`src/rtl/fdiv_writeback.sv`:
```
// rtl/fdiv_writeback.sv - fdiv result FIFO, register-file writeback and pending-write scoreboard
module fdiv_writeback #(
    parameter int DEPTH = 4,
    parameter int AW    = 5
) (
    input  logic          clk,
    input  logic          rst,
    input  logic          issue_valid,
    input  logic [AW-1:0] issue_addr,
    input  logic          res_flag,
    input  logic [AW-1:0] res_addr,
    input  logic [31:0]   res_data,
    output logic          stall_issue,
    output logic          wb_valid,
    output logic [AW-1:0] wb_addr,
    output logic [31:0]   wb_data,
    input  logic          wb_ready,
    input  logic [AW-1:0] pend_query_addr,
    output logic          pend_hit,
    output logic          err
);

    localparam int PW   = $clog2(DEPTH);
    localparam int CW   = $clog2(DEPTH + 1);
    localparam int NREG = 1 << AW;

    logic [AW-1:0] mem_addr [DEPTH];
    logic [31:0]   mem_data [DEPTH];
    logic [PW-1:0] wr_ptr;
    logic [PW-1:0] rd_ptr;
    logic [CW-1:0] count;
    logic [CW-1:0] inflight;
    logic [CW-1:0] pend_cnt [NREG];

    logic            empty;
    logic            full;
    logic            res_acc;
    logic            retire;
    logic            enq;
    logic            drop;
    logic [NREG-1:0] pend_inc;
    logic [NREG-1:0] pend_dec;

    // A result arriving with nothing in flight is left over from before a reset.
    always_comb begin
        empty   = (count == '0);
        full    = (count == CW'(DEPTH));
        res_acc = res_flag && (inflight != '0);
        retire  = !empty && wb_ready;
        enq     = res_acc && (!full || retire);
        drop    = res_acc && full && !retire;
    end

    assign wb_valid    = !empty;
    assign wb_addr     = empty ? '0 : mem_addr[rd_ptr];
    assign wb_data     = empty ? '0 : mem_data[rd_ptr];
    assign stall_issue = ({1'b0, inflight} + {1'b0, count}) >= (CW + 1)'(DEPTH);
    assign pend_hit    = (pend_cnt[pend_query_addr] != '0);

    always_ff @(posedge clk) begin
        if (enq) begin
            mem_addr[wr_ptr] <= res_addr;
            mem_data[wr_ptr] <= res_data;
        end
    end

    always_ff @(posedge clk) begin
        if (rst) begin
            wr_ptr   <= '0;
            rd_ptr   <= '0;
            count    <= '0;
            inflight <= '0;
            err      <= 1'b0;
        end else begin
            if (enq) begin
                wr_ptr <= wr_ptr + PW'(1);
            end
            if (retire) begin
                rd_ptr <= rd_ptr + PW'(1);
            end
            case ({enq, retire})
                2'b10:   count <= count + CW'(1);
                2'b01:   count <= count - CW'(1);
                default: count <= count;
            endcase
            case ({issue_valid, res_acc})
                2'b10:   if (inflight != CW'(DEPTH)) inflight <= inflight + CW'(1);
                2'b01:   inflight <= inflight - CW'(1);
                default: inflight <= inflight;
            endcase
            if (drop) begin
                err <= 1'b1;
            end
        end
    end

    always_comb begin
        pend_inc = '0;
        pend_dec = '0;
        if (issue_valid) begin
            pend_inc[issue_addr] = 1'b1;
        end
        if (retire) begin
            pend_dec[wb_addr] = 1'b1;
        end
    end

    // Counters saturate at both ends; a simultaneous issue and retire cancel.
    always_ff @(posedge clk) begin
        for (int i = 0; i < NREG; i++) begin
            if (rst) begin
                pend_cnt[i] <= '0;
            end else if (pend_inc[i] && !pend_dec[i] && (pend_cnt[i] != '1)) begin
                pend_cnt[i] <= pend_cnt[i] + CW'(1);
            end else if (pend_dec[i] && !pend_inc[i] && (pend_cnt[i] != '0)) begin
                pend_cnt[i] <= pend_cnt[i] - CW'(1);
            end
        end
    end

endmodule

```
`config.mk`:
```
export PLATFORM = sky130hd
export DESIGN_NAME = fdiv_writeback
export DESIGN_NICKNAME = d
export VERILOG_FILES = /design/src/rtl/fdiv_writeback.sv
export SDC_FILE = /design/constraint.sdc
export NUM_CORES = 1
export LEC_CHECK = 0
export BUFFER_PORTS_ARGS = -buffer_cell sky130_fd_sc_hd__buf_4
export CORE_MARGIN = 8
export CORE_UTILIZATION = 55
export DETAILED_ROUTE_END_ITERATION = 12
export PLACE_DENSITY = 0.73
export SETUP_SLACK_MARGIN = 0.1
export SLEW_MARGIN = 40
export SYNTH_ARGS = -nofsm -noshare
export SYNTH_HDL_FRONTEND = slang
export SYNTH_SLANG_ARGS = --single-unit
```
`constraint.sdc`:
```
create_clock -name clk -period 3.99 [get_ports clk]
set_input_delay 0.399 -clock clk [delete_from_list [all_inputs] [get_ports clk]]
set_output_delay 0.399 -clock clk [all_outputs]
set_load 0.1 [all_outputs]
```
==> summary.md <==
| Metric | Value |
|---|---|
| Ant diodes | `0` |
| Syn Area/Cell | `12.3 um^2` |
| Synth cell count leaders | `edfxtp_1, ha_1, inv_1, nand3_1, nand2_1` |
| Initial antenna violation count | `0` |
| Gr ovfl total | `0` |
| Setup Buffers After CTS | `0` |
| Max-slew violation count | `0` |
| Setup violators final | `0` |
| Largest area contributor in the netlist | `edfxtp_1` |
| Syn Nets | `1346` |
| Placed Area | `0.0153 mm^2` |
| Die Y | `177 um` |
| Power Density | `561 mW/mm^2` |
| YS warnings | `0` |
| Clk buf depth | `3` |
| Worst skew pair latency | `0.54 ns` |
| CTS tree | `yes` |
| Worst Hold End | `mem_data[0][21]$_DFFE_PP_` |
| Largest net degree at the start of global routing | `39` |
| First-pass iteration count of the detailed router | `5` |
| Total Nets Final | `1436` |
| First-pass GRT wire length | `54000 um` |
| Vias in the first global route | `10100` |
| Routed Antenna Nets | `0` |
| Period minus WS final | `3.29 ns` |
| Wirelength, routed | `34000 um` |
| Synthesized area | `0.0143 mm^2` |
| Status | `complete, no violations` |
| Crit path max fanout | `20` |
| Clock Tree Root | `clkbuf_16` |
| Fin crit share | `0.825` |
| Slew headroom | `0.413` |
| Clock Sink Count | `257` |
| P_leak | `0.00603 uW` |
| Post-synth cell types | `67` |
| Cts repair resizes | `0` |
| GPL Wtd Cong | `0.892` |
| Crit path DAT | `3.58 ns` |
| Worst reg2reg path depth | `8` |
| CTS H-Tree Depth | `1` |
| Layout fillers | `1937` |
| Iteration-0 DRC Markers | `743` |
| Sequential share of the synthesized area | `0.532` |
| Hpwl dp | `23200 um` |
| DRC violations left | `0` |
| Hold Crit Start | `res_data[21]` |
| Critical Path RT | `4.28 ns` |
| Ys flop type | `edfxtp_1` |
| DR vias/cell | `6.08` |
| Reg2reg setup slack | `0.70 ns` |
| DR vias | `9772` |
| Average wire per standard cell | `21.2 um` |
| # IOs | `93` |
| Setup TNS | `0 ns` |
| Count leader, synth | `edfxtp_1` |
| Pin slew with the least headroom to its limit | `0.878 ns` |
| Max_cap viols | `0` |
| Post-synth EDFFs | `244` |
| Setup Skew | `0.00796 ns` |
| Num CTS Buffers | `28` |
| Input/output buffers | `92` |
| Synthesized flop and latch total | `257` |
| Met3 usage | `0.0553` |
| Tot GR Track Use | `0.217` |
| Met1 usage | `0.264` |
| Syn-to-layout area delta | `14.4%` |
| Die ar. | `0.0313 mm^2` |
| Row cnt | `59` |
| Hold path depth | `1` |
| Gate Count Post-Synth | `1160` |
| GR met2 Demand/Resource | `0.372` |
| Clk pin slew, worst setup/hold paths | `0.06 ns` |
| Fmax | `304 MHz` |
| Initial Util | `0.554` |
| Die W | `177 um` |
| Final instance area | `0.0163 mm^2` |
| Critical R2R Capture | `pend_cnt[16][2]$_SDFFCE_PN0P_` |
| Area contributors post-synth | `edfxtp_1, ha_1, mux4_2` |
| GR peak layer | `met2` |
| Core Region | `0.0258 mm^2` |
| Worst hold path class | `input port to register` |
| Critical path launch point type | `register` |
| Hold-fix buffers, CTS | `0` |
| RSZ-0062 raised after global routing | `no` |
| Share of layout cells above drive strength 1 | `0.170` |
| Worst Setup End Kind | `register` |
| Peak supply drop | `724 uV` |
| Share of the synthesized area in the top cell type | `0.514` |
| CP Class | `register to register` |
| Asr flop ratio synth | `0` |
| Final Hold Viols | `0` |
layout by cell type, fill, tap and decap left out, drive strengths merged, types with 34 or more instances in the layout:
cell type,count
and2,44
a21oi,36
ha,131
inv,96
o21ai,63
mux4,37
buf,113
xnor2,34
edfxtp,244
nand3,85
nand2,68
power by group:
group	internal, uW	switching, uW
clock	1720	1050
sequential	3110	110
combinational	826	2350
total	5660	3510
kinds of logic (layout without fill, tap and decap cells):
family                   after synthesis  after routing  share of synthesized area
AND/OR/NAND/NOR                      354            354                      0.139
flip-flops                           257            257                      0.532
AO/OA/AOI/OAI                        186            186                     0.0840
buffers and inverters                149            260                     0.0405
adder cells (fa/ha/maj)              134            134                      0.119
multiplexers                          41             41                     0.0612
XOR/XNOR                              39             39                     0.0239
worst max path at each step:
stage                          startpoint                       endpoint  slack, ns
global route                     register  pend_cnt[16][2]$_SDFFCE_PN0P_       0.53
global placement                 register  pend_cnt[16][2]$_SDFFCE_PN0P_       0.72
floorplan           count[0]$_SDFFE_PP0P_                     wb_addr[0]       0.96
detailed placement               register  pend_cnt[16][2]$_SDFFCE_PN0P_       0.70
CTS                              register  pend_cnt[16][2]$_SDFFCE_PN0P_       0.68
finish                           register  pend_cnt[16][2]$_SDFFCE_PN0P_       0.70
critical path, stage by stage, from the launching register on:
cell and delay [ns]:
dfxtp_2 0.44, buf_4 0.42, mux4_2 0.48, or4b_1 0.50
or4_4 0.51, fa_1 0.40, xnor2_1 0.15, nand3_1 0.08
o21ai_0 0.07
state kept, by name, indices dropped and copies added (netlist names), named ones only:
signal	count
inflight	3
wr_ptr	2
pend_cnt	96
rd_ptr	2
mem_data	128
count	3
err	1
mem_addr	20
routing by layer:
metal,vias to the layer above,share of wire
met1,4750,0.39
li1,4563,-
met2,385,0.49
met5,-,0
met4,0,0.031
met3,74,0.089
cell type report:
| type | count | area (um^2) | area share |
|---|---|---|---|
| Clock buffer | 32 | 747 | 0.0458 |
| Clock inverter | 19 | 246 | 0.0151 |
| Inverter | 96 | 360 | 0.0221 |
| Multi-Input combinational cell | 754 | 6110 | 0.375 |
| Sequential cell | 257 | 7590 | 0.465 |
| Tap cell | 335 | 419 | 0.0257 |
| Timing Repair Buffer | 113 | 848 | 0.0520 |
through the flow:
stage	total power, uW	std cells	utilization	worst slack, ns	hold WS, ns
2_1_floorplan	5670	1160	-	0.965	0.485
3_5_place_dp	6440	1555	0.595	0.697	0.456
3_3_place_gp	6410	1555	0.595	0.721	0.455
6_report	9160	1606	0.634	0.698	0.0607
5_1_grt	9460	1606	0.634	0.529	0.0429
4_1_cts	9210	1606	0.634	0.680	0.0416
(Power assumes the default switching activity.)
